**config.mk**
```make
export PLATFORM = sky130hd
export DESIGN_NAME = complex_matrix_packer
export DESIGN_NICKNAME = d
export VERILOG_FILES = /design/src/rtl/cmm_pkg.sv /design/src/rtl/complex_matrix_packer.sv
export SDC_FILE = /design/constraint.sdc
export NUM_CORES = 1
export LEC_CHECK = 0
export ABC_AREA = 1
export CAP_MARGIN = 5
export CORE_UTILIZATION = 47
export CTS_CLUSTER_DIAMETER = 80
export CTS_CLUSTER_SIZE = 8
export DETAILED_ROUTE_END_ITERATION = 6
export GPL_ROUTABILITY_DRIVEN = 0
export HOLD_SLACK_MARGIN = 0.05
export PLACE_DENSITY_LB_ADDON = 0.08
export SLEW_MARGIN = 5
export SYNTH_ARGS = -nofsm -noshare
export SYNTH_HDL_FRONTEND = slang
export SYNTH_SLANG_ARGS = --single-unit
```
**constraint.sdc**
```tcl
create_clock -name clk -period 1.8 [get_ports clk]
set_clock_uncertainty 0.1 [all_clocks]
set_input_delay 0.18 -clock clk [delete_from_list [all_inputs] [get_ports clk]]
set_output_delay 0.18 -clock clk [all_outputs]
set_load 0.01 [all_outputs]
```
**src/rtl/cmm_pkg.sv**
```systemverilog
// Shared definitions for the complex matrix datapath (packer, adder, unpacker).
//   FILL / HOLD : packer state encoding
//   cnt_w       : width of an element-slot counter for an n-element matrix
//   slot_lsb    : bit offset of element slot k in a packed matrix word
package cmm_pkg;

  localparam logic [0:0] FILL = 1'b0;
  localparam logic [0:0] HOLD = 1'b1;

  function automatic int cnt_w(input int n);
    return (n > 1) ? $clog2(n) : 1;
  endfunction

  function automatic int slot_lsb(input int k, input int esize);
    return k * esize;
  endfunction

endpackage

```
**src/rtl/complex_matrix_packer.sv**
```systemverilog
// Element-serial to matrix-parallel AXI-Stream packer.
// Collects MAT_HEIGHT*MAT_WIDTH complex elements (row-major) and emits them
// as one full-width matrix beat.
// Ports:
//   clk, reset                  clock, synchronous active-high reset
//   s_axis_tdata/tvalid/tready  element input stream
//   s_axis_tlast                closes the current matrix
//   s_axis_tuser                on the closing beat: matrix is last of its batch
//   m_axis_tdata/tvalid/tready  packed matrix output stream
//   m_axis_tlast                last matrix of batch
//   m_axis_tuser                framing error (tlast early or missing)
module complex_matrix_packer
  import cmm_pkg::*;
#(
  parameter int MAT_WIDTH    = 4,
  parameter int MAT_HEIGHT   = 4,
  parameter int ELEMENT_SIZE = 16
) (
  input  logic                                      clk,
  input  logic                                      reset,
  input  logic [ELEMENT_SIZE-1:0]                   s_axis_tdata,
  input  logic                                      s_axis_tvalid,
  output logic                                      s_axis_tready,
  input  logic                                      s_axis_tlast,
  input  logic                                      s_axis_tuser,
  output logic [MAT_WIDTH*MAT_HEIGHT*ELEMENT_SIZE-1:0] m_axis_tdata,
  output logic                                      m_axis_tvalid,
  input  logic                                      m_axis_tready,
  output logic                                      m_axis_tlast,
  output logic                                      m_axis_tuser
);

  localparam int N     = MAT_WIDTH * MAT_HEIGHT;
  localparam int CNT_W = cnt_w(N);

  logic [0:0]       state;
  logic [0:0]       state_nx;
  logic [CNT_W-1:0] count;
  logic             ready_r;
  logic             tlast_r;
  logic             err_r;
  logic             s_hs;
  logic             m_hs;
  logic             last_slot;
  logic             closing;

  assign s_hs      = s_axis_tvalid & ready_r;
  assign m_hs      = (state == HOLD) & m_axis_tready;
  assign last_slot = (count == CNT_W'(N - 1));
  assign closing   = s_hs & (s_axis_tlast | last_slot);

  always_comb begin
    state_nx = state;
    if (state == FILL) begin
      if (closing) state_nx = HOLD;
    end else begin
      if (m_hs) state_nx = FILL;
    end
  end

  // ready is registered from the next state, so it carries no combinational
  // path from m_axis_tready and is low for the cycle following a reset edge.
  always_ff @(posedge clk) begin
    if (reset) begin
      state   <= FILL;
      count   <= '0;
      ready_r <= 1'b0;
      tlast_r <= 1'b0;
      err_r   <= 1'b0;
    end else begin
      state   <= state_nx;
      ready_r <= (state_nx == FILL);
      if (state == FILL) begin
        if (closing) begin
          tlast_r <= s_axis_tuser;
          err_r   <= (s_axis_tlast != last_slot);
        end else if (s_hs) begin
          count <= count + CNT_W'(1);
        end
      end else if (m_hs) begin
        count   <= '0;
        tlast_r <= 1'b0;
        err_r   <= 1'b0;
      end
    end
  end

  // One register per element slot; a slot is written only when the counter
  // points at it, and all slots clear together once the matrix is taken.
  for (genvar k = 0; k < N; k++) begin : g_slot
    logic                    wr_en;
    logic [ELEMENT_SIZE-1:0] q;

    assign wr_en = s_hs & (count == CNT_W'(k));

    always_ff @(posedge clk) begin
      if (reset || m_hs) q <= '0;
      else if (wr_en)    q <= s_axis_tdata;
    end

    assign m_axis_tdata[slot_lsb(k, ELEMENT_SIZE) +: ELEMENT_SIZE] = q;
  end

  assign s_axis_tready = ready_r;
  assign m_axis_tvalid = (state == HOLD);
  assign m_axis_tlast  = tlast_r;
  assign m_axis_tuser  = err_r;

endmodule

```
==> summary.md, run 1 <==
| Metric | Value |
|---|---|
| Pin count of the biggest net entering global routing | `36` |
| Logic depth of the worst register-to-register path | `8` |
| Max Root-Sink Buffers | `3` |
| Number of antenna diodes | `0` |
| Crit Reg-Reg Startpoint | `count[1]` |
| Family with the most delay on the worst path | `buffers and inverters` |
| Status | `finished clean` |
| Number of vias per cell after detailed routing | `5.19` |
| Count of input and output buffers | `roughly 280` |
| Synthesized cell area | `0.00951 mm2` |
| Kind of start point of the critical path | `flip-flop` |
| Standard cell core area | `0.0197 mm2` |
| Worst-case hold slack | `149 ps` |
| Final standard cell count with taps included and fillers excluded | `1781` |
| Max-cap violation count | `0` |
| Critical hold path startpoint | `s_axis_tuser` |
| Die span in y | `144 um` |
| Critical path fanouts, max | `2` |
| PwrDens | `919 mW/mm2` |
| H-tree depth | `2` |
| Hpwl dp | `20700 um` |
| Setup repair after global routing missed its margin | `no` |
| Multi-input gate area in the final layout | `0.00365 mm2` |
| Crit share post-route | `0.960` |
| Worst setup path startpoint | `g_slot[1].q[0]` |
| Buffers & Inverters on Critical Path | `1` |
| Global-route wire length before repair | `about 47000 um` |
| Layout cell share with drive strength beyond 1 | `0.0956` |
| Width of the die | `144 um` |
| Yosys warning count | `0` |
| Sink count of the clock tree | `264` |
| Most used cells in the layout excluding fill and tap cells | `530 x sky130_fd_sc_hd__nand2_1, 281 x sky130_fd_sc_hd__clkdlybuf4s50_1, 263 x sky130_fd_sc_hd__dfxtp_1` |
| Number of flip-flops and latches in the synthesized netlist | `264` |
| Final count of hold timing violations | `0` |
| Vias in the first global route | `8732` |
| Net count of the mapped netlist | `1254` |
| Fill cells | `1613` |
| Finished Core Util | `0.702` |
| Static power due to leakage | `4.81 nW` |
| Critical path endpoint | `m_axis_tdata[16]` |
| Total iterations of the first detailed-routing run | `5` |
| Post-synthesis average cell area | `slightly below 8 um2` |
| Number of unique standard cell types used by synthesis | `20` |
| TritonCTS clock tree | `built` |
| CTS Buf Count | `38` |
| Number of placement rows | `51` |
| Largest stage delay on the critical path | `610 ps` |
| Sequential standard cell area | `approximately 0.0053 mm2` |
| Slew at the pin with the worst max-slew slack | `346 ps` |
| Critical R2R Capture | `g_slot[9].q[3]` |
| Total number of nets in the final design | `1543` |
| Arrival time reported for the critical path endpoint | `about 1500 ps` |
| Worst Path Class, Setup | `flip-flop to primary output` |
| VDD IR max | `617 uV` |
| Total grt overflow | `0` |
| Per-cell routed wire length | `17.7 um` |
| Initial antenna violation count | `0` |
| Clk Tree Root Cell | `sky130_fd_sc_hd__clkbuf_16` |
| Chain of cells forming the critical path | `clkdlybuf4s50_1` |
| Total number of vias | `9235` |
| Path length in cells of the critical path | `1` |
| Req. time, crit path | `1520 ps` |
| Final routed DRC violation total | `0` |
| Placed instance count | `1741` |
| Achievable Freq | `579 MHz` |
| Seq/Total Area, Yosys | `0.556` |
| Setup slack after layout | `72.4 ps` |
| Number of cells produced by synthesis | `roughly 1.2k` |
| Total I/O pin count | `282` |
| Number of setup violations in the final report | `0` |
| Die Outline Area | `0.0208 mm2` |
| Max-slew violations | `0` |
| Endpoint class of the critical path | `primary output` |
| Reg2reg setup slack | `110 ps` |
| Initial standard-cell utilization of the core | `0.484` |
| Clock-pin slew of the registers on the worst-case setup and hold paths | `50 ps` |
| Antenna Nets Post-Route | `0` |
| Area added between synthesis and finish | `45.0%` |
| Slowest library cell on the worst path | `sky130_fd_sc_hd__clkdlybuf4s50_1` |
| Pre-CTS setup slack | `-41.0 ps` |
| Minimum clock period | `1730 ps` |
| Total track usage | `0.301` |
| DRC marker count from the first detailed-route iteration | `611` |
| Skew-Pair Late Insertion Delay | `500 ps` |
| Most common cell after layout, fill and taps aside | `sky130_fd_sc_hd__nand2_1` |
| Remaining max-slew budget at the tightest pin | `0.769` |
| Final wirelength | `around 31000 um` |
| Hold Path Class | `primary input to flip-flop` |
## logic make-up after synthesis
| kind of cell | count (synthesis) | share of synthesized area |
|---|---|---|
| and+or+nand+nor | 573 | 0.239 |
| buffers and inverters | 124 | 0.0613 |
| AOI/OAI and AO/OA | 261 | 0.138 |
| DFF | 264 | 0.556 |
| adders and majority gates | 5 | 0.00658 |
## timing repair
item,4_1_cts,5_1_grt
setup endpoints to repair,1,1
hold buffers,0,0
setup buffers,0,0
resized for setup,1,1
## how the worst min path moves through the flow
stage,to,cells past startpoint,slack [ps]
2_1_floorplan,count[0],1,150
3_3_place_gp,g_slot[7].q[12],2,350
3_5_place_dp,g_slot[5].q[13],2,350
4_1_cts,m_axis_tlast,3,140
5_1_grt,m_axis_tlast,3,170
6_report,m_axis_tlast,3,150
## cells in the mapped netlist (all sizes together)
| cell | n | area (um2) |
|---|---|---|
| dfxtp | 264 | 5290 |
| a21oi | 260 | 1300 |
| nor2 | 16 | 108 |
| nand2 | 548 | 2120 |
| nand3 | 8 | 40.0 |
| clkbuf | 37 | 139 |
| inv | 28 | 105 |
| nor3 | 1 | 5.00 |
| a21boi | 1 | 7.51 |
| ha | 5 | 62.6 |
| buf | 55 | 319 |
| clkinv | 4 | 20.0 |
## flip-flops by register name (all words and copies together), names as in the netlist
signal	count
s_axis_tready	1
g_slot.q	256
m_axis_tlast	1
count	4
m_axis_tvalid	1
m_axis_tuser	1
## cell type report
class,count,share of cell area
flip-flops and latches,264,0.383
multi-input cells,839,0.265
repair buffers,341,0.247
clock buffers,39,0.0708
well taps,265,0.0240
inverters,32,0.00916
clock inverters,1,0.000635
## layer usage
layer,up-vias,GRT usage,routed length (um),part of all wire
li1,4442,-,-,-
met3,61,0.0752,2760,0.088
met2,364,0.502,15000,0.48
met4,0,0.127,966,0.031
met5,-,0,0,0
met1,4368,0.370,12700,0.40
## where the power goes
part | switching (W) | internal, W
combinational | 0.000431 | 0.000241
clock | 0.00230 | 0.00378
sequential | 0.0000258 | 0.00590
## stage by stage
| stage | setup TNS [ps] | total power [W] | cell area (um2) |
|---|---|---|---|
| after floorplan | 0 | 0.00635 | 9510 |
| after global placement | 0 | 0.00670 | 12800 |
| after detailed placement | -124 | 0.00670 | 12800 |
| after CTS | 0 | 0.0128 | 13800 |
| after global routing | 0 | 0.0131 | 13800 |
| final | 0 | 0.0127 | 13800 |
Power figures use the tool's default switching activity.
==> run 2: changes to the inputs <==
--- a/config.mk
+++ b/config.mk
@@ -7,7 +7,7 @@
 export LEC_CHECK = 0
 export ABC_AREA = 1
 export CAP_MARGIN = 5
-export CORE_UTILIZATION = 47
+export CORE_UTILIZATION = 51
 export CTS_CLUSTER_DIAMETER = 80
 export CTS_CLUSTER_SIZE = 8
 export DETAILED_ROUTE_END_ITERATION = 6
==> constraint.sdc (replaced) <==
create_clock -name clk -period 2 [get_ports clk]
set_clock_uncertainty 0.1 [all_clocks]
set_input_delay 0.2 -clock clk [delete_from_list [all_inputs] [get_ports clk]]
set_output_delay 0.2 -clock clk [all_outputs]
set_load 0.01 [all_outputs]
==> run 2 against run 1 <==
  * The flow now finishes with violations (design-rule violations)
  * Critical path type unchanged
  * Global-route usage up 1.5 points
  * First-iteration DRC count is 19% higher
  * Critical endpoint is now m_axis_tvalid
  * Wire length is 1.8% lower
==> summary.md, run 2 (synthesis gave the netlist of run 1 again) <==
| Metric | Value |
|---|---|
| Status | `complete, but fails checks (was finished clean)` |
| Violated checks | `design-rule violations` |
| Crit Reg-Reg Startpoint | `count[0] (was count[1])` |
| Req. time, crit path | `1700 ps (was 1520 ps)` |
| Family with the most delay on the worst path | `buffers and inverters (unchanged)` |
| Number of vias per cell after detailed routing | `5.34 (was 5.19)` |
| Slowest library cell on the worst path | `sky130_fd_sc_hd__clkdlybuf4s50_1 (unchanged)` |
| Pin count of the biggest net entering global routing | `50 (was 36)` |
| Minimum clock period | `1830 ps` |
| Number of placement rows | `49 (was 51)` |
| Achievable Freq | `546 MHz` |
| DRC marker count from the first detailed-route iteration | `727 (was 611)` |
| Final routed DRC violation total | `34 (was 0)` |
| Sink count of the clock tree | `264 (unchanged)` |
| Total iterations of the first detailed-routing run | `7 (was 5)` |
| CTS hold repair buffers | `0 (unchanged)` |
| Worst Path Class, Setup | `flip-flop to primary output (unchanged)` |
| Die Outline Area | `0.0192 mm2 (was 0.0208 mm2)` |
| Skew-Pair Late Insertion Delay | `490 ps (was 500 ps)` |
| VDD IR max | `561 uV (was 617 uV)` |
| Standard cell core area | `0.0181 mm2 (was 0.0197 mm2)` |
| Critical R2R Capture | `g_slot[3].q[1] (was g_slot[9].q[3])` |
| PwrDens | `841 mW/mm2 (was 919 mW/mm2)` |
| Width of the die | `139 um (was 144 um)` |
| Top reg by flops | `g_slot.q (unchanged)` |
| Total number of nets in the final design | `1526 (was 1543)` |
| Static power due to leakage | `4.69 nW (was 4.81 nW)` |
| Reg2reg setup slack | `270 ps (was 110 ps)` |
| Area added between synthesis and finish | `42.3% (was 45.0%)` |
| Total I/O pin count | `282 (unchanged)` |
| Hold Path Class | `primary input to flip-flop (unchanged)` |
| Per-cell routed wire length | `17.9 um (was 17.7 um)` |
| Max-slew violations | `0 (unchanged)` |
| Number of antenna diodes | `0 (unchanged)` |
| Global-route wire length before repair | `47400 um (was 47200 um)` |
| Chain of cells forming the critical path | `clkdlybuf4s50_1 (unchanged)` |
| GR met2 Demand/Resource | `0.520 (was 0.502)` |
| Arrival time reported for the critical path endpoint | `1530 ps (was 1450 ps)` |
| Grt met3 use | `0.0735 (was 0.0752)` |
| Slew at the pin with the worst max-slew slack | `354 ps (was 346 ps)` |
| Most crowded layer after global routing | `met2 (unchanged)` |
| Remaining max-slew budget at the tightest pin | `0.764 (was 0.769)` |
| Total grt overflow | `0 (unchanged)` |
| Leading registers by flop count | `g_slot.q (256), count (4) (unchanged)` |
| Number of setup violations in the final report | `0 (unchanged)` |
| Die span in y | `139 um (was 144 um)` |
| Logic depth of the worst register-to-register path | `7 (was 8)` |
| Min-Delay Endpoint | `m_axis_tlast (unchanged)` |
| Max FFs per register | `256 (unchanged)` |
| Final count of hold timing violations | `0 (unchanged)` |
| Most common cell after layout, fill and taps aside | `sky130_fd_sc_hd__nand2_1 (unchanged)` |
| Total number of vias | `9221 (was 9235)` |
| Met1 capacity usage during global routing | `0.396 (was 0.370)` |
| Fill cells | `1386 (was 1613)` |
| Clock-pin slew of the registers on the worst-case setup and hold paths | `50 ps (about the same)` |
| Post-CTS setup repair buffer count | `0 (unchanged)` |
| H-tree depth | `2 (unchanged)` |
| Setup repair after global routing missed its margin | `no (unchanged)` |
| Most used cells in the layout excluding fill and tap cells | `530 x sky130_fd_sc_hd__nand2_1, 281 x sky130_fd_sc_hd__clkdlybuf4s50_1, 264 x sky130_fd_sc_hd__dfxtp_1 (was 530 x sky130_fd_sc_hd__nand2_1, 281 x sky130_fd_sc_hd__clkdlybuf4s50_1, 263 x sky130_fd_sc_hd__dfxtp_1)` |
| Final wirelength | `30900 um (was 31500 um)` |
| Largest stage delay on the critical path | `590 ps (was 610 ps)` |
| Initial standard-cell utilization of the core | `0.524 (was 0.484)` |
| TritonCTS clock tree | `built (unchanged)` |
| Count of input and output buffers | `281 (unchanged)` |
| Hpwl dp | `19800 um (was 20700 um)` |
| Endpoint class of the critical path | `primary output (unchanged)` |
| Clk Tree Root Cell | `sky130_fd_sc_hd__clkbuf_16 (unchanged)` |
| CTS Buf Count | `38 (unchanged)` |
| Worst hold path stage count | `3 (unchanged)` |
| Critical path fanouts, max | `6 (was 2)` |
| Antenna Nets Post-Route | `0 (unchanged)` |
| Buffers & Inverters on Critical Path | `1 (unchanged)` |
| Crit share post-route | `0.916` |
| Layout cell share with drive strength beyond 1 | `0.0847 (was 0.0956)` |
| Finished Core Util | `0.746 (was 0.702)` |
| Max-cap violation count | `0 (unchanged)` |
| Initial antenna violation count | `1 (was 0)` |
| Setup TNS Final | `0 ps (unchanged)` |
| Critical hold path startpoint | `s_axis_tuser (unchanged)` |
| Kind of start point of the critical path | `flip-flop (unchanged)` |
| Vias in the first global route | `8609 (was 8732)` |
| Total track usage | `0.316 (was 0.301)` |
| Max Root-Sink Buffers | `3 (unchanged)` |
| Number of gates resized after CTS | `0 (was 1)` |
==> run 2: changes by cell type in the layout (fill, tap and decap cells not counted) <==
cell	previous run	this run
sky130_fd_sc_hd__buf_12	12	5
sky130_fd_sc_hd__buf_4	48	38
sky130_fd_sc_hd__clkinv_2	3	4
sky130_fd_sc_hd__dfxtp_1	263	264
sky130_fd_sc_hd__dfxtp_2	1	0
sky130_fd_sc_hd__inv_4	1	0
==> run 2: final cells by class <==
class / count / area, um2 / area share
sequential: 264 / 5290 / 0.391
tap: 229 / 287 / 0.0212
inverter: 32 / 125 / 0.00925
timing repair buffer: 324 / 3200 / 0.236
clock inverter: 1 / 8.76 / 0.000647
clock buffer: 39 / 976 / 0.0721
multi-input combinational: 839 / 3650 / 0.270
==> run 2: layer usage <==
layer  up-vias  routed length, um
li1       4408                  -
met1      4307              12400
met2       414              14600
met3        90               2650
met4         2               1200
met5         -                 12
==> run 2: metrics by stage <==
stage / power [W] / cells / hold slack (ps) / cell area (um2) / setup slack, ps
after global placement: 0.00598 / 1688 / 351 / 12500 / 199
final: 0.0114 / 1728 / 183 / 13500 / 168
after global routing: 0.0117 / 1728 / 208 / 13500 / 108
after floorplan: 0.00572 / 1227 / 169 / 9510 / 455
after CTS: 0.0114 / 1728 / 164 / 13500 / 148
after detailed placement: 0.00599 / 1688 / 354 / 12500 / 179
==> run 2: where the power goes <==
| part | switching (W) | internal [W] |
|---|---|---|
| sequential | 0.0000264 | 0.00531 |
| clock | 0.00208 | 0.00340 |
| combinational | 0.000374 | 0.000184 |
| total | 0.00248 | 0.00890 |
==> run 2: worst max path at each step <==
stage                             start         endpoint  slack (ps)  depth (start not counted)
final                     m_axis_tvalid    m_axis_tvalid         170                          1
after global routing      m_axis_tvalid    m_axis_tvalid         110                          1
after CTS                 m_axis_tvalid    m_axis_tvalid         150                          1
after detailed placement  s_axis_tvalid   g_slot[3].q[0]         180                          7
after global placement    s_axis_tvalid  g_slot[3].q[11]         200                          7
after floorplan                count[0]   g_slot[2].q[6]         460                          8
